## src/rtl/wb_pkg.sv

```systemverilog
// Shared types for the register-writeback stage:
// source selects, FSM states and the UART length clamp.
package wb_pkg;

   localparam int WB_SEL_W = 3;

   typedef enum logic [WB_SEL_W-1:0] {
      WB_NONE = 3'd0,
      WB_MEM  = 3'd1,
      WB_ALU  = 3'd2,
      WB_LINK = 3'd3,
      WB_UART = 3'd4,
      WB_FPU  = 3'd5
   } wb_sel_e;

   typedef enum logic [1:0] {
      IDLE,
      RX,
      COMMIT
   } wb_state_e;

   // A length of 0 means one byte; anything past a full word is a full word.
   function automatic int clamp_len(input int len, input int max_len);
      if (len == 0) return 1;
      if (len > max_len) return max_len;
      return len;
   endfunction

endpackage

```

## src/rtl/writeback_stage_if.sv

```systemverilog
// Bus between the pipeline/UART side (master) and the
// writeback stage (slave).
interface writeback_stage_if
   import wb_pkg::*;
#(
   parameter int DATA_WIDTH = 32,
   parameter int PC_WIDTH   = 2
);
   localparam int BYTES_PER_WORD = DATA_WIDTH / 8;
   localparam int LEN_W = $clog2(BYTES_PER_WORD + 1);

   logic                  wb_valid;
   logic [WB_SEL_W-1:0]   wb_sel;
   logic [LEN_W-1:0]      rx_len;
   logic [DATA_WIDTH-1:0] read_data;
   logic [DATA_WIDTH-1:0] alu_result;
   logic [DATA_WIDTH-1:0] fpu_result;
   logic [PC_WIDTH-1:0]   pc;
   logic [7:0]            rx_data;
   logic                  rx_valid;
   logic                  rx_ready;
   logic                  reg_we;
   logic [DATA_WIDTH-1:0] data;
   logic                  pc_enable;
   logic                  timeout_err;

   modport slave (
      input  wb_valid, wb_sel, rx_len, read_data,
      input  alu_result, fpu_result, pc,
      input  rx_data, rx_valid,
      output rx_ready, reg_we, data, pc_enable, timeout_err
   );

   modport master (
      output wb_valid, wb_sel, rx_len, read_data,
      output alu_result, fpu_result, pc,
      output rx_data, rx_valid,
      input  rx_ready, reg_we, data, pc_enable, timeout_err
   );

endinterface

```

## src/rtl/uart_word_assembler.sv

```systemverilog
// Packs UART bytes little-endian into one word, with
// length clamp and optional inter-byte timeout.
module uart_word_assembler
   import wb_pkg::*;
#(
   parameter int DATA_WIDTH     = 32,
   parameter int BYTES_PER_WORD = DATA_WIDTH / 8,
   parameter int TIMEOUT_CYCLES = 0,
   parameter int LEN_W          = $clog2(BYTES_PER_WORD + 1)
) (
   input  logic                  clk,
   input  logic                  rst,
   input  logic                  start,
   input  logic                  active,
   input  logic                  hs,
   input  logic [7:0]            rx_byte,
   input  logic [LEN_W-1:0]      rx_len,
   output logic                  done,
   output logic                  timed_out,
   output logic [DATA_WIDTH-1:0] word
);
   localparam int TW =
      (TIMEOUT_CYCLES > 1) ? $clog2(TIMEOUT_CYCLES) : 1;

   logic [LEN_W-1:0]      cnt_q, cnt_d;
   logic [LEN_W-1:0]      len_q, len_d;
   logic [DATA_WIDTH-1:0] acc_q, acc_d;
   logic [TW-1:0]         tcnt_q, tcnt_d;

   // word already includes the byte handshaking this cycle
   always_comb begin
      word = acc_q;
      for (int i = 0; i < BYTES_PER_WORD; i++) begin
         if (hs && cnt_q == LEN_W'(i)) word[8*i +: 8] = rx_byte;
      end
   end

   always_comb begin
      cnt_d  = cnt_q;
      len_d  = len_q;
      acc_d  = acc_q;
      tcnt_d = tcnt_q;
      if (start) begin
         cnt_d  = '0;
         acc_d  = '0;
         tcnt_d = '0;
         len_d  = LEN_W'(clamp_len(int'(rx_len), BYTES_PER_WORD));
      end else if (hs) begin
         cnt_d  = cnt_q + LEN_W'(1);
         acc_d  = word;
         tcnt_d = '0;
      end else if (active && TIMEOUT_CYCLES > 0) begin
         tcnt_d = tcnt_q + TW'(1);
      end
   end

   assign done = hs && (cnt_q == len_q - LEN_W'(1));
   assign timed_out = (TIMEOUT_CYCLES > 0) && active && !hs &&
                      (tcnt_q == TW'(TIMEOUT_CYCLES - 1));

   always_ff @(posedge clk or posedge rst) begin
      if (rst) begin
         cnt_q  <= '0;
         len_q  <= '0;
         acc_q  <= '0;
         tcnt_q <= '0;
      end else begin
         cnt_q  <= cnt_d;
         len_q  <= len_d;
         acc_q  <= acc_d;
         tcnt_q <= tcnt_d;
      end
   end

endmodule

```

## src/rtl/writeback_stage.sv

```systemverilog
// Register-writeback stage: source mux plus a UART
// receive path that stalls fetch until the word is built.
module writeback_stage
   import wb_pkg::*;
#(
   parameter int DATA_WIDTH     = 32,
   parameter int PC_WIDTH       = 2,
   parameter int BYTES_PER_WORD = DATA_WIDTH / 8,
   parameter int TIMEOUT_CYCLES = 0
) (
   input logic CLK,
   input logic reset,
   writeback_stage_if.slave bus
);
   localparam int LEN_W = $clog2(BYTES_PER_WORD + 1);

   wb_state_e             state_q, state_d;
   logic                  reg_we_q, reg_we_d;
   logic                  pc_enable_q, pc_enable_d;
   logic                  timeout_err_q, timeout_err_d;
   logic [DATA_WIDTH-1:0] data_q, data_d;

   logic                  hs, start, active;
   logic                  done, timed_out;
   logic [DATA_WIDTH-1:0] word;
   logic [PC_WIDTH-1:0]   pc_inc;

   assign active = (state_q == RX);
   assign hs     = bus.rx_valid && active;
   assign start  = (state_q == IDLE) && bus.wb_valid &&
                   (bus.wb_sel == WB_UART);
   assign pc_inc = bus.pc + PC_WIDTH'(1);

   uart_word_assembler #(
      .DATA_WIDTH     (DATA_WIDTH),
      .BYTES_PER_WORD (BYTES_PER_WORD),
      .TIMEOUT_CYCLES (TIMEOUT_CYCLES),
      .LEN_W          (LEN_W)
   ) u_asm (
      .clk       (CLK),
      .rst       (reset),
      .start     (start),
      .active    (active),
      .hs        (hs),
      .rx_byte   (bus.rx_data),
      .rx_len    (bus.rx_len),
      .done      (done),
      .timed_out (timed_out),
      .word      (word)
   );

   always_comb begin
      state_d       = state_q;
      reg_we_d      = 1'b0;
      timeout_err_d = 1'b0;
      data_d        = data_q;
      pc_enable_d   = pc_enable_q;
      unique case (state_q)
         IDLE: begin
            if (bus.wb_valid) begin
               reg_we_d = 1'b1;
               case (wb_sel_e'(bus.wb_sel))
                  WB_MEM:  data_d = bus.read_data;
                  WB_ALU:  data_d = bus.alu_result;
                  WB_LINK: data_d = DATA_WIDTH'(pc_inc);
                  WB_FPU:  data_d = bus.fpu_result;
                  WB_UART: begin
                     reg_we_d    = 1'b0;
                     state_d     = RX;
                     pc_enable_d = 1'b0;
                  end
                  default: reg_we_d = 1'b0;
               endcase
            end
         end
         RX: begin
            if (done || timed_out) begin
               state_d       = COMMIT;
               reg_we_d      = 1'b1;
               data_d        = word;
               pc_enable_d   = 1'b1;
               timeout_err_d = timed_out;
            end
         end
         COMMIT: state_d = IDLE;
         default: state_d = IDLE;
      endcase
   end

   always_ff @(posedge CLK or posedge reset) begin
      if (reset) begin
         state_q       <= IDLE;
         reg_we_q      <= 1'b0;
         pc_enable_q   <= 1'b1;
         timeout_err_q <= 1'b0;
         data_q        <= '0;
      end else begin
         state_q       <= state_d;
         reg_we_q      <= reg_we_d;
         pc_enable_q   <= pc_enable_d;
         timeout_err_q <= timeout_err_d;
         data_q        <= data_d;
      end
   end

   // The frozen pipeline must never present a new instruction mid-read.
   always_ff @(posedge CLK) begin
      if (!reset && bus.wb_valid) assert (state_q == IDLE);
   end

   assign bus.rx_ready    = active;
   assign bus.reg_we      = reg_we_q;
   assign bus.data        = data_q;
   assign bus.pc_enable   = pc_enable_q;
   assign bus.timeout_err = timeout_err_q;

endmodule

```

## src/flat_wrapper.sv

```systemverilog
// flat-port wrapper written by rule: the top's interface ports become plain ports
module writeback_stage_flat import wb_pkg::*;
#(
   parameter int DATA_WIDTH     = 32,
   parameter int PC_WIDTH       = 2,
   parameter int BYTES_PER_WORD = DATA_WIDTH / 8,
   parameter int TIMEOUT_CYCLES = 0
)
  (CLK, reset, bus_wb_valid, bus_wb_sel, bus_rx_len, bus_read_data, bus_alu_result, bus_fpu_result, bus_pc, bus_rx_data, bus_rx_valid, bus_rx_ready, bus_reg_we, bus_data, bus_pc_enable, bus_timeout_err);
  writeback_stage_if #(.DATA_WIDTH(DATA_WIDTH), .PC_WIDTH(PC_WIDTH)) bus_i ();
  input logic CLK;
  input logic reset;
  input wire logic [$bits(bus_i.wb_valid)-1:0] bus_wb_valid;
  input wire logic [$bits(bus_i.wb_sel)-1:0] bus_wb_sel;
  input wire logic [$bits(bus_i.rx_len)-1:0] bus_rx_len;
  input wire logic [$bits(bus_i.read_data)-1:0] bus_read_data;
  input wire logic [$bits(bus_i.alu_result)-1:0] bus_alu_result;
  input wire logic [$bits(bus_i.fpu_result)-1:0] bus_fpu_result;
  input wire logic [$bits(bus_i.pc)-1:0] bus_pc;
  input wire logic [$bits(bus_i.rx_data)-1:0] bus_rx_data;
  input wire logic [$bits(bus_i.rx_valid)-1:0] bus_rx_valid;
  output wire logic [$bits(bus_i.rx_ready)-1:0] bus_rx_ready;
  output wire logic [$bits(bus_i.reg_we)-1:0] bus_reg_we;
  output wire logic [$bits(bus_i.data)-1:0] bus_data;
  output wire logic [$bits(bus_i.pc_enable)-1:0] bus_pc_enable;
  output wire logic [$bits(bus_i.timeout_err)-1:0] bus_timeout_err;
  assign bus_i.wb_valid = bus_wb_valid;
  assign bus_i.wb_sel = bus_wb_sel;
  assign bus_i.rx_len = bus_rx_len;
  assign bus_i.read_data = bus_read_data;
  assign bus_i.alu_result = bus_alu_result;
  assign bus_i.fpu_result = bus_fpu_result;
  assign bus_i.pc = bus_pc;
  assign bus_i.rx_data = bus_rx_data;
  assign bus_i.rx_valid = bus_rx_valid;
  assign bus_rx_ready = bus_i.rx_ready;
  assign bus_reg_we = bus_i.reg_we;
  assign bus_data = bus_i.data;
  assign bus_pc_enable = bus_i.pc_enable;
  assign bus_timeout_err = bus_i.timeout_err;
  writeback_stage #(.DATA_WIDTH(DATA_WIDTH), .PC_WIDTH(PC_WIDTH), .BYTES_PER_WORD(BYTES_PER_WORD), .TIMEOUT_CYCLES(TIMEOUT_CYCLES)) u_core (.CLK(CLK), .reset(reset), .bus(bus_i));
endmodule
```

## config.mk

```make
export PLATFORM = sky130hd
export DESIGN_NAME = writeback_stage_flat
export DESIGN_NICKNAME = d
export VERILOG_FILES = /design/src/rtl/wb_pkg.sv /design/src/rtl/writeback_stage_if.sv /design/src/rtl/uart_word_assembler.sv /design/src/rtl/writeback_stage.sv /design/src/flat_wrapper.sv
export SDC_FILE = /design/constraint.sdc
export NUM_CORES = 1
export LEC_CHECK = 0
export CAP_MARGIN = 20
export CORE_MARGIN = 2
export CORE_UTILIZATION = 47
export DETAILED_ROUTE_END_ITERATION = 6
export HOLD_SLACK_MARGIN = 0.06
export PLACE_DENSITY_LB_ADDON = 0.1
export SYNTH_ARGS = -nofsm -noshare
export SYNTH_HDL_FRONTEND = slang
export SYNTH_SLANG_ARGS = --single-unit
```

## constraint.sdc

```tcl
create_clock -name CLK -period 2.5 [get_ports CLK]
set_clock_uncertainty 0.05 [all_clocks]
set_input_delay 0.375 -clock CLK [delete_from_list [all_inputs] [get_ports CLK]]
set_output_delay 0.375 -clock CLK [all_outputs]
set_load 0.01 [all_outputs]
```

After elaboration in Yosys (flattened, before gate mapping)

Index checks and enable logic that the tools add are counted.

Register bits after elaboration: 74
Output and inout port bits: 36

$add $sub $neg: 3
Magnitude comparators: 1
Equality and inequality tests: 14
Mux-type cells: 33
Reduce and logical (&&, ||, !) cells: 17

Operators with widths:

| kind                | count |
|---|---|
| $mux 32             | 4 |
| $pmux 32 s4         | 1 |
| $pmux 32 s2         | 1 |
| $mux 8              | 4 |
| $mux 3              | 5 |
| $eq 3x2->1 const B  | 4 |
| $mux 1              | 12 |
| $logic_and 1x1->1   | 8 |
| $reduce_and 4->1    | 2 |
| $eq 3x1->1 const B  | 2 |
| $eq 3x3->1 const B  | 2 |
| $logic_not 3->1     | 2 |
| $mux 2              | 3 |
| $ne 2x2->1 const B  | 3 |
| $ne 5x5->1 const B  | 1 |
| $pmux 1 s2          | 2 |
| $pmux 2 s2          | 1 |
| $reduce_bool 2->1   | 2 |
| $reduce_or 4->1     | 1 |
| $add 3x1->3 const B | 1 |
| $eq 3x3->1          | 1 |
| $gt 3x3->1 const B  | 1 |
| $reduce_and 3->1    | 1 |
| $sub 3x1->3 const B | 1 |
| other kinds (3)     | 3 |

Depth between registers and ports, before layout

Gate-level depths: netlist of the first run.

Depth after elaboration: 8
Depth in mapped cells: 8
Mapped depth without buffers: 6

Modules after synthesis

A second synthesis of the first run with hierarchy kept.

Cell total of the unflattened synthesis: 394
Area, all modules: 4,495.6 um^2

Modules (own cells, without submodules):

| module              | times used | cells an instance | area each (um^2) | sequential area each (um^2) |
|---|---|---|---|---|
| writeback_stage     | 1          | 251               | 2,635.0          | 927.1 |
| uart_word_assembler | 1          | 143               | 1,860.5          | 950.9 |

Least setup slack after synthesis of the first run

No wires, ideal clock.

Path kind: reg-to-reg
Start point: reg u_core.u_asm.len_q[0]
End point: reg u_core.data_q[11], in the netlist u_core.bus.data[11]
Data arrival time: 1.799 ns
Data required time: 2.325 ns
Path slack: 0.526 ns
Cell stages (with the launch flop): 9
Buffers on the path: 2
Clock period less this slack: 1.974 ns
Path through: dfrtp_1 > inv_1 > ha_1 > xnor2_1 > nor4_4 > a31o_1 > buf_6 > buf_12 > mux2_4

Longest elaborated chain between the ends: 5

RTL lines:

| item                              | RTL line                  | source |
|---|---|---|
| start, declared                   | uart_word_assembler.sv:26 | `logic [LEN_W-1:0] len_q, len_d;` |
| start signal, assigned            | uart_word_assembler.sv:69 | `len_q <= len_d;` |
| $sub 3x1->3                       | uart_word_assembler.sv:57 | `assign done = hs && (cnt_q == len_q - LEN_W'(1));` |
| $eq 3x3->1                        | uart_word_assembler.sv:57 |  |
| $logic_and 1x1->1                 | uart_word_assembler.sv:57 |  |
| $ne 2x2->1 (no source line)       | --                        |  |
| $reduce_and 4->1 (no source line) | --                        |  |
| end signal, assigned              | writeback_stage.sv:102    | `data_q <= data_d;` |
| end, declared                     | writeback_stage.sv:21     | `logic [DATA_WIDTH-1:0] data_q, data_d;` |

Every way passes these cells.
A chain may end at the register's enable or synchronous reset.

Final worst setup path of the first run

Start point: reg u_core.u_asm.cnt_q[0]
End point: reg u_core.data_q[26], in the netlist u_core.bus.data[26]

Longest elaborated chain between the ends: 5

RTL lines:

| item                   | RTL line                  | source |
|---|---|---|
| start, declared        | uart_word_assembler.sv:25 | `logic [LEN_W-1:0] cnt_q, cnt_d;` |
| start signal, assigned | uart_word_assembler.sv:68 | `cnt_q <= cnt_d;` |
| $eq 3x2->1             | uart_word_assembler.sv:34 | `if (hs && cnt_q == LEN_W'(i)) word[8*i +: 8] = rx_byte;` |
| $logic_and 1x1->1      | uart_word_assembler.sv:34 |  |
| $mux 8                 | uart_word_assembler.sv:34 |  |
| $mux 32                | writeback_stage.sv:77     | `if (done \|\| timed_out) begin` |
| $pmux 32 s2            | writeback_stage.sv:58     | `unique case (state_q)` |

Several ways; a longest one is shown, not always the timed one. The select of a mux whose other input is x is not followed.

==> run summary, run 1 <==
The run finished with clean final reports. For this block, the via count after detailed routing is 4457. The type of element capturing the critical path was a flop. After routing, the total negative slack on setup checks comes to 0 ps.

The required time reported for the critical path endpoint is 2690 ps, and the initial antenna violation count is 0. The tools report the final max-slew violation count as 0. Across the VDD grid, the largest voltage drop is 0.000524 V. The first global-routing pass estimated 24100 um of wire. The run gives 0 as the number of buffers inserted to repair setup after CTS. For this run, the leading register cell type out of synthesis is dfrtp_1.

Dividing total power by cell area gives a power density of 973 nW/um^2. The detail route stage leaves a number of antenna-violating nets equal to 0. The count of buffer and inverter cells on the critical path came out at 0. The worst path in the final design needs a cycle of 2210 ps, including I/O delays and setup. Max-cap violations in this run came to 0. For the pin with the worst max-slew slack, the measured transition is 812 ps. H-tree level count: 3. Dividing the detail-routed via count by the number of cells gives 5.96. The number of detailed-route iterations in the first pass is 5. Dividing the detail-routed wire length by the instance count gives 20.0 um. Family with the most delay on the worst path: compound AO/OA/AOI/OAI gates.

Static timing analysis puts the maximum clock frequency at 0.452 GHz. The kind of start point of the critical path is a flop. After layout, the design draws a total of 6510 uW.

Detailed placement ended at an HPWL of 10500 um. Setup violations remaining at the end of the flow were counted as 0. Sequential cells were found to cover 38.6% of the synthesized design area. The total of flip-flops plus latches after synthesis was 74; the clock transition at the register clock pins on the worst setup and hold paths after CTS was 80 ps. Via count of the first global-routing pass: 4494.

The width of the chip is 105 um. The peak fanout along the critical path came out at 18. After synthesis, the cell types taking the most area are dfrtp_1 38%, mux2_4 9.1%, and3b_1 6.2%. Routability-driven placement finished with a final weighted congestion of 0.880. Entering global routing, the biggest net connects 50 pins. The post-layout worst setup margin is 286 ps, and the global-route usage over all layers is 27.5%. The commonest cells after synthesis are 73 x dfrtp_1, 37 x nand2_1, 34 x and3b_1. The starting utilization of the core area is 48.7%. The data arrival time at the worst-slack endpoint was 2400 ps. The tools report the cell area after layout as 6690 sq um.

On the worst path, the slowest cell contributes a delay of 480 ps. The number of placed instances, taps included came out at 733. In this run, post-CTS repair resized a total of 0 instances. Global routing finished with a remaining overflow of 0. The cell area after placement came out at 6480 sq um.

OpenSTA, run right after detailed placement, puts the worst setup slack at 58.3 ps. The worst pin sits at a relative slew slack of 45.7%. Setup repair after global routing left no endpoint under its margin.

Cell leakage power: 0.00306 uW. Synthesis produced 469 cells. The floorplan has 36 rows.

Hold buffer count at CTS: 0. Traced cell by cell, the critical path runs through ha_1 > ha_1 > a21boi_0 > o21ai_0 > o31ai_1 > mux2_4. The clock net in this run drives a total of 74 sinks.

The logs give 0 for the number of hold-slack violations in the final timing report and 9860 sq um for the core area. The share of the synthesized area in the top cell type came out at 38.0%. The most numerous cell type found on the critical path is ha_1. The share of layout cells above drive strength 1 is 13.8%, and the die height is 105 um. Clock latency on the worst-skew pair, taken at its later pin, is 340 ps. 0 antenna diodes ended up in the layout. The run gives 152 as the boundary pin count. Class of the most critical hold timing path: input port to asynchronous set/reset pin. The most frequently used cell type in the post-synthesis netlist is dfrtp_1. The iteration-0 DRC count of the detailed router was 304. The tools report the root buffer selected by CTS as clkbuf_8.

The average size of a mapped cell works out to 10.2 sq um. The number of nets in the synthesized netlist is 591. TritonCTS built the clock tree. The finished layout holds 748 standard cells, fillers aside.

Number of enable flip-flop cells after synthesis: 0. Compared with the post-synthesis result, the final layout area differs by 39.4%. After synthesis, the share of flip-flops with an asynchronous set or reset is 100%. Counting along the longest clock path gives a buffer depth of 2.

The routed design has 15000 um of wire. By startpoint and endpoint, the worst setup path is classified as flop to flop. During synthesis, Yosys emitted a total of 0 warnings. The combined area of all synthesized cells was 4800 sq um. The net total in the final layout is 733. The die covers 11000 sq um. For this run, design rule violations remaining after detail routing come to 0. Number of buffers created by CTS: 9. The number of buffers inserted by port buffering came out at 150.

Dividing the final minimum period by the clock period gives 88.6%. The number of unique standard cell types used by synthesis was 52. The highest-delay cell along the critical path is dfrtp_1. The cell type with the highest aggregate area in the netlist is dfrtp_1.
area by class of cell:
class | count | area [sq um]
Clock inverter | 4 | 76.3
Inverter | 11 | 42.5
Clock buffer | 11 | 141
Multi-Input combinational cell | 336 | 2660
Fill cell | 738 | 3170
Sequential cell | 74 | 1850
Timing Repair Buffer | 179 | 1760
Tap cell | 133 | 166
through the flow:
step	util, %	hold slack, ps
final	67.9	303
after global routing	67.9	328
after CTS	67.9	318
after detailed placement	65.7	429
after global placement	65.7	422
after floorplan	-	397
logic make-up (layout without fill, tap and decap cells):
group                    count (synthesis)  after routing  share of synthesized area (%)
other                                    1              1                         0.0781
AO/OA/AOI/OAI                          136            136                           21.5
AND/OR/NAND/NOR                        140            140                           17.8
adder cells (fa/ha/maj)                  6              6                           1.56
multiplexers                            49             49                           13.3
buffers and inverters                   59            205                           6.09
XOR/XNOR                                 4              4                           1.07
flip-flops                              74             74                           38.6
worst reg2reg max path, stage by stage (launching register included):
cell,delay [ps]
dfrtp_1,480
ha_1,200
ha_1,440
a21boi_0,170
o21ai_0,360
o31ai_1,130
mux2_4,270
final timing paths:
| check | startpoint | endpoint | slack [ps] | cells past startpoint |
|---|---|---|---|---|
| max | u_core.u_asm.cnt_q[0] | u_core.bus.data[26] | 290 | 6 |
| min | reset | u_core.bus.data[20] | 300 | 2 |
| max reg2reg | u_core.u_asm.cnt_q[0] | u_core.bus.data[26] | 290 | 6 |
| min reg2reg | u_core.bus.data[1] | u_core.bus.data[1] | 450 | 1 |
| max in group asynchronous | reset | u_core.bus.data[23] | 1480 | 3 |
| min in group CLK | u_core.bus.data[1] | u_core.bus.data[1] | 450 | 1 |
placed cells by master (no fill, tap or decap), types with 2 or more instances in the layout:
master           instances
o31ai_1                 20
dfrtp_1                 73
nand3b_1                 5
clkdlybuf4s50_1        150
a32oi_1                  8
clkbuf_8                10
mux2i_1                 17
a31oi_1                  2
a211oi_1                20
bufinv_16                2
a221oi_1                18
mux2_2                   2
nand2_1                 37
ha_1                     6
a31o_2                   2
nor2_1                   7
nand2b_1                 3
o22ai_1                 12
and3_1                  10
nand3_1                 23
mux2_4                  29
a21boi_0                 8
xnor2_1                  3
nor2b_1                 13
a21oi_1                  2
a22o_1                  24
a22oi_1                  3
and3b_1                 34
buf_12                   3
inv_1                    8
buf_4                   26
o21ai_0                 14
where the power goes:
part	switching [uW]	internal [uW]
combinational	1460	1900
clock	459	587
sequential	363	1740
total	2280	4230
metal layers:
metal / share of wire, % / GRT usage [%] / vias to the layer above
li1: - / - / 2057
met1: 45 / 39.2 / 2167
met2: 45 / 42.0 / 214
met3: 7.4 / 4.99 / 19
met4: 1.7 / 9.14 / 0
met5: 0 / 0 / -
state kept, by name (all words and copies together) (netlist names):
| signal | flops |
|---|---|
| u_core.u_asm.cnt_q | 3 |
| u_core.bus.reg_we | 1 |
| u_core.u_asm.len_q | 3 |
| u_core.state_q | 2 |
| u_core.bus.pc_enable | 1 |
| u_core.u_asm.acc_q | 32 |
| u_core.bus.data | 32 |
(Power assumes the default switching activity.)
==> run 2, diff against run 1 <==
--- a/config.mk
+++ b/config.mk
@@ -9,8 +9,9 @@
 export CORE_MARGIN = 2
 export CORE_UTILIZATION = 47
 export DETAILED_ROUTE_END_ITERATION = 6
+export GPL_ROUTABILITY_DRIVEN = 0
 export HOLD_SLACK_MARGIN = 0.06
-export PLACE_DENSITY_LB_ADDON = 0.1
+export PLACE_DENSITY = 0.9
 export SYNTH_ARGS = -nofsm -noshare
 export SYNTH_HDL_FRONTEND = slang
 export SYNTH_SLANG_ARGS = --single-unit
==> run summary, run 2 (synthesis results as in run 1) <==
Type of element capturing the critical path: a flop. The first detailed-routing pass ran for 5 iterations. The cell leakage power was 0.00306 uW.

The flow ran to the end, and the final reports show no timing, DRC or antenna violations. The post-route fraction of the period consumed by the critical path works out to 90.4%. TritonCTS built the clock tree.

In this run the register-to-register setup slack is 280 ps. After the first detailed-routing iteration, the DRC count stood at 366. Once routing completed, OpenROAD measured the worst setup slack at 240 ps. The total internal power is 4210 uW, and the number of vias per cell after detailed routing is 6.12. With fillers left out, the area of the finished cells amounts to 6690 sq um. In this run the worst hold path is classified as input port to asynchronous set/reset pin. Summed over all nets, the switching power comes to 2350 uW.

After detailed placement, the total cell area comes to 6480 sq um. The global-route usage over all layers was 27.7%; the number of fillers in the final layout was 722. At the later pin of the worst-skew pair, clock insertion delay measures 350 ps.

The net total in the final layout is 734. Along the worst path, the maximum fanout reaches 23. Clock tree synthesis found a total of 74 sinks.

Entering global routing, the biggest net connects 44 pins. The tool flagged a number of max-cap violations equal to 0. Setup violations remaining at the end of the flow were counted as 0. Timing analysis after detailed placement gives a worst setup slack of -54.0 ps. The highest-delay cell along the critical path was nor2_1. Count of non-filler cells in the finished layout: 749.

The worst setup path is of the input port to flop kind. The part of the power in the clock network is 15.5%. The library cell appearing most often on the critical path was nor2_1. The logs give 0 for the number of cells upsized or downsized after cts and 0 for the count of antenna diodes in the layout. After detailed routing, the total wire length is 15300 um. Compared with the post-synthesis result, the final layout area differs by 39.3%. Counting I/O delays and the setup requirement, the final critical path takes 2260 ps.

The kind of start point of the critical path was an input port. The initial utilization of the core area, before any placement, comes to 48.7%. Of the total power, the share spent switching nets is 35.8%.

For the area used by sequential logic in the layout, the log shows 1850 sq um. For the final routed database, the setup TNS stands at 0 ps. Placement row count: 36. For this design the top-level I/O count stands at 152. Total congestion overflow: 0. The number of buffers inserted to repair setup after CTS is 0, and the remaining antenna violation count is 0. The logs give 0 for the number of remaining DRC errors and 6570 uW for the total design power. Leaving out fill and tap cells, the most frequent cells in the layout are 150 x clkdlybuf4s50_1, 73 x dfrtp_1, 37 x nand2_1.

Traced cell by cell, the critical path runs through clkdlybuf4s50_1 > buf_4 > nand3b_1 > nor2_1 > nor2_1 > a22o_1. The final max-slew violation count was 0; the initial antenna violation count was 0. Combinational cells account for 52.0% of the total power.

The tools report the root buffer selected by CTS as clkbuf_8. In the final layout, the share of cells above drive strength 1 is 13.8%. The H-tree was split into 3 levels. The worst-case IR drop observed on VDD is 0.000590 V. The core region is 9860 sq um.

For this design the ratio of total power to cell area is 981 nW/um^2. In this design, the stage delay of the slowest critical-path cell is 530 ps. Pin slew with the least headroom to its limit: 817 ps. Summing all multi-input logic gate instances after layout gives 2660 sq um. Setup repair after global routing left no endpoint under its margin.

The most common cell after layout, fill and taps aside was clkdlybuf4s50_1. The via count of the first global-routing pass came out at 4564. The die height was 105 um. Clock-pin slew was measured on the worst setup and hold paths at 70 ps.

The number of buffers created by CTS was 9; the number of buffers inserted by port buffering was 150. STA puts the critical path data arrival time at 2450 ps. The first-pass GRT wire length came out at 24400 um. The number of hold buffers added after CTS was 0. The die is 105 um wide. The logs give 734 for the number of placed instances, taps included and 2690 ps for the required time reported for the critical path endpoint.

The worst slew margin relative to its limit is 45.3%, and the die footprint is 11000 sq um. Number of hold-slack violations in the final timing report: 0. The wire-length estimate of the detail-placed layout is 11000 um. Counting along the longest clock path gives a buffer depth of 2.

The logs give 0.442 GHz for the maximum operating frequency and 4587 for the number of vias in the routed layout. Per report_power, the sequential group accounts for 32.5% of the total. The average wire length per cell after detail routing was 20.4 um.
run 2: routing by layer:
metal  vias to the layer above  share of wire, %  track usage [%]
li1                       2057                 -                -
met1                      2221                43             37.7
met2                       272                47             45.5
met3                        37               7.9             4.43
met4                         0               2.2             8.38
met5                         -                 0                0
run 2: critical path: cells and delay by family:
kind | cells | cell delay (ps)
buf+inv | 2 | 770
simple gates | 3 | 1050
compound gates | 1 | 260
run 2: final cells by class:
cell class	instances	area share, %
clock buffer	11	1.96
clock inverter	4	1.16
inverter	11	0.617
multi-input combinational	336	39.7
sequential	74	27.7
tap	133	2.49
timing repair buffer	180	26.4
run 2: metrics by stage:
stage | utilization (%) | hold slack, ps
4_1_cts | 67.8 | 373
2_1_floorplan | - | 397
5_1_grt | 67.8 | 415
6_report | 67.8 | 368
3_5_place_dp | 65.7 | 426
3_3_place_gp | 65.7 | 419
run 2: power groups by stage:
stage	sequential [uW]	clock, uW	combinational, uW
finish	2130	1020	3410
global route	2180	1070	3650
CTS	2120	1020	3400
detailed placement	2120	0	3380
global placement	2100	0	3240
floorplan	2140	0	2080
run 2: path summary, 6_finish.rpt:
check                      cells past startpoint                   from                     end
max                                            6           bus_rx_valid  u_core.u_asm.acc_q[16]
max reg2reg                                    6  u_core.u_asm.cnt_q[0]     u_core.bus.data[27]
min                                            2                  reset     u_core.bus.data[20]
min reg2reg                                    1     u_core.bus.data[1]      u_core.bus.data[1]
max in group asynchronous                      3                  reset   u_core.u_asm.acc_q[6]
min in group CLK                               1     u_core.bus.data[1]      u_core.bus.data[1]
==> run 3, diff against run 2 <==
--- a/config.mk
+++ b/config.mk
@@ -6,6 +6,7 @@
 export NUM_CORES = 1
 export LEC_CHECK = 0
 export CAP_MARGIN = 20
+export CORE_ASPECT_RATIO = 1.4
 export CORE_MARGIN = 2
 export CORE_UTILIZATION = 47
 export DETAILED_ROUTE_END_ITERATION = 6
==> run summary, run 3 (synthesis results as in run 1) <==
Static timing analysis puts the maximum clock frequency at 0.429 GHz. The number of buffers inserted to repair setup after CTS is 0, and the number of buffers created by CTS is 9. The wire-length estimate of the detail-placed layout is 11100 um. The part of the power in the clock network was 17.8%; the peak fanout along the critical path was 10. The tools report the placement row count as 43. Setup repair after global routing left no endpoint under its margin.

In this run the power density over the cells is 1000 nW/um^2. The count of buffer and inverter cells on the critical path came out at 1. For this run the aggregate overflow at the end of global routing stands at 0.

The initial antenna violation count came out at 0. For this design, the CTS-stage hold fixing added 0 buffers. The routed design has 15300 um of wire. For the first-pass GRT wire length, the log shows 23500 um. Once the clock tree was built, the resizer swapped 0 gates to a different size. The most common cell after layout, fill and taps aside is clkdlybuf4s50_1. Summing all non-filler instances in the final layout gives an area of 6740 sq um.

The tools report the die footprint as 11100 sq um. Max capacitance violation total: 0. The tools report the required time reported for the critical path endpoint as 2730 ps.

The class of the most critical hold timing path is input port to asynchronous set/reset pin. The number of fillers in the final layout is 725. The width of the chip is 89.4 um, and the number of vias in the routed layout is 4558. After floorplanning, the core was sized to cover 9950 sq um. Clock-pin slew was measured on the worst setup and hold paths at 60 ps.

The slowest stage of the critical path is the nor3b_2 cell. The number of endpoints failing setup at the final stage is 0, and the number of hold-slack violations in the final timing report is 0. For the number of remaining DRC errors, the log shows 0. TritonCTS built the clock tree. The share of layout cells above drive strength 1 came out at 13.2%. The die height is 124 um. The average wire length per cell after detail routing came out at 20.4 um. The flow ran to the end, and the final reports show no timing, DRC or antenna violations.

The worst setup path is launched from an input port. The worst slew margin relative to its limit was 44.1%. The analysis attributes to net switching a power of 2390 uW. The run gives 340 ps as the clock latency at the later pin of the worst-skew pair. At the pin with the least slew margin, the transition time is 835 ps. The signal on the critical path passes through clkdlybuf4s50_1 > nor3b_2 > a221oi_1 > a22oi_1 > mux2_4. Type of element capturing the critical path: a flop.

The net total in the final layout was 729; the maximum buffer depth of the clock tree was 2. The cell leakage power was 0.00306 uW. The top cell types in the final layout, fill and taps aside, are 150 x clkdlybuf4s50_1, 73 x dfrtp_1, 37 x nand2_1. In the finished design, the share of the clock period the worst path needs comes to 93.3%. Final max-slew violation count: 0. In this run the cell area measured after placement is 6460 sq um. The area used by sequential logic in the layout is 1850 sq um. Summing all multi-input logic gate instances after layout gives 2660 sq um. The minimum period implied by the final worst setup slack was 2330 ps; the count of antenna diodes in the layout was 0. The via count of the first global-routing pass was 4708. The sequential power share was 31.8%. The maximum number of pins on one net before global-route repair is 50. The type of the setup path with the least slack is input port to flop. The tools report the starting utilization of the core area as 48.3%. The number of vias per cell after detailed routing was 6.10. The root buffer selected by CTS is clkbuf_16. Internal power comes to 4350 uW.

The H-tree was split into 3 levels. For this run, the slowest stage of the critical path takes 760 ps. The design draws 6730 uW.

In this design, the largest share of critical-path delay is due to simple AND/OR/NAND/NOR gates. The first TritonRoute pass finished after 5 iterations. The remaining antenna violation count was 0. In this run the tool buffered the top-level ports with 150 buffer cells. The detailed router finished its first iteration with 454 violations. STA puts the critical path data arrival time at 2560 ps. The logs give 50.4% for the portion of total power attributed to combinational logic and 74 for the number of sinks driven by the clock tree. The boundary pin count was 152; the signed area change from the synthesized netlist to the final layout was 40.2%. VDD sags by at most 0.000776 V. The global-route usage over all layers was 28.0%; the fraction of power spent switching nets was 35.4%.
-- run 3: worst paths after layout --
kind	from	end	slack [ps]	depth (start not counted)
worst max-delay path	bus_wb_sel[1]	u_core.bus.data[22]	170	5
worst min-delay path	reset	u_core.u_asm.len_q[1]	320	2
worst max register to register	u_core.state_q[1]	u_core.bus.data[10]	330	5
worst min register to register	u_core.u_asm.len_q[2]	u_core.u_asm.len_q[2]	440	2
max in group asynchronous	reset	u_core.bus.data[1]	1460	3
min in group CLK	u_core.u_asm.len_q[2]	u_core.u_asm.len_q[2]	440	2
-- run 3: stage by stage --
stage | hold slack, ps | utilization [%] | setup TNS [ps] | setup WS [ps] | cells
floorplan | 397 | - | 0 | 195 | 469
global placement | 420 | 64.9 | -5.02 | -5.02 | 731
detailed placement | 433 | 64.9 | -86.1 | -84.5 | 731
CTS | 329 | 67.7 | 0 | 239 | 747
global route | 383 | 67.7 | 0 | 62.8 | 747
finish | 320 | 67.7 | 0 | 167 | 747
-- run 3: power by group through the flow --
stage | combinational (uW) | clock (uW) | sequential, uW
2_1_floorplan | 2080 | 0 | 2140
5_1_grt | 3640 | 1260 | 2190
3_3_place_gp | 3250 | 0 | 2110
4_1_cts | 3390 | 1200 | 2130
3_5_place_dp | 3370 | 0 | 2130
6_report | 3390 | 1200 | 2140
-- run 3: layout make-up --
cell class / instances / area share, %
multi-input combinational: 336 / 39.5
tap: 135 / 2.51
clock inverter: 4 / 0.409
timing repair buffer: 175 / 25.8
inverter: 11 / 0.632
clock buffer: 12 / 3.66
sequential: 74 / 27.5
-- run 3: routing by layer --
layer  global-route usage [%]  share of wire [%]
met5                        0                  0
met3                     5.43                7.9
met1                     33.7                 37
met4                     14.1                4.1
met2                     47.1                 51
-- run 3: worst reg2reg max path, delay by kind of cell (launching register included) --
| family | cells | cell delay (ps) |
|---|---|---|
| simple gates | 2 | 780 |
| flops | 1 | 440 |
| mux | 1 | 330 |
| buf+inv | 1 | 260 |
| compound gates | 1 | 210 |
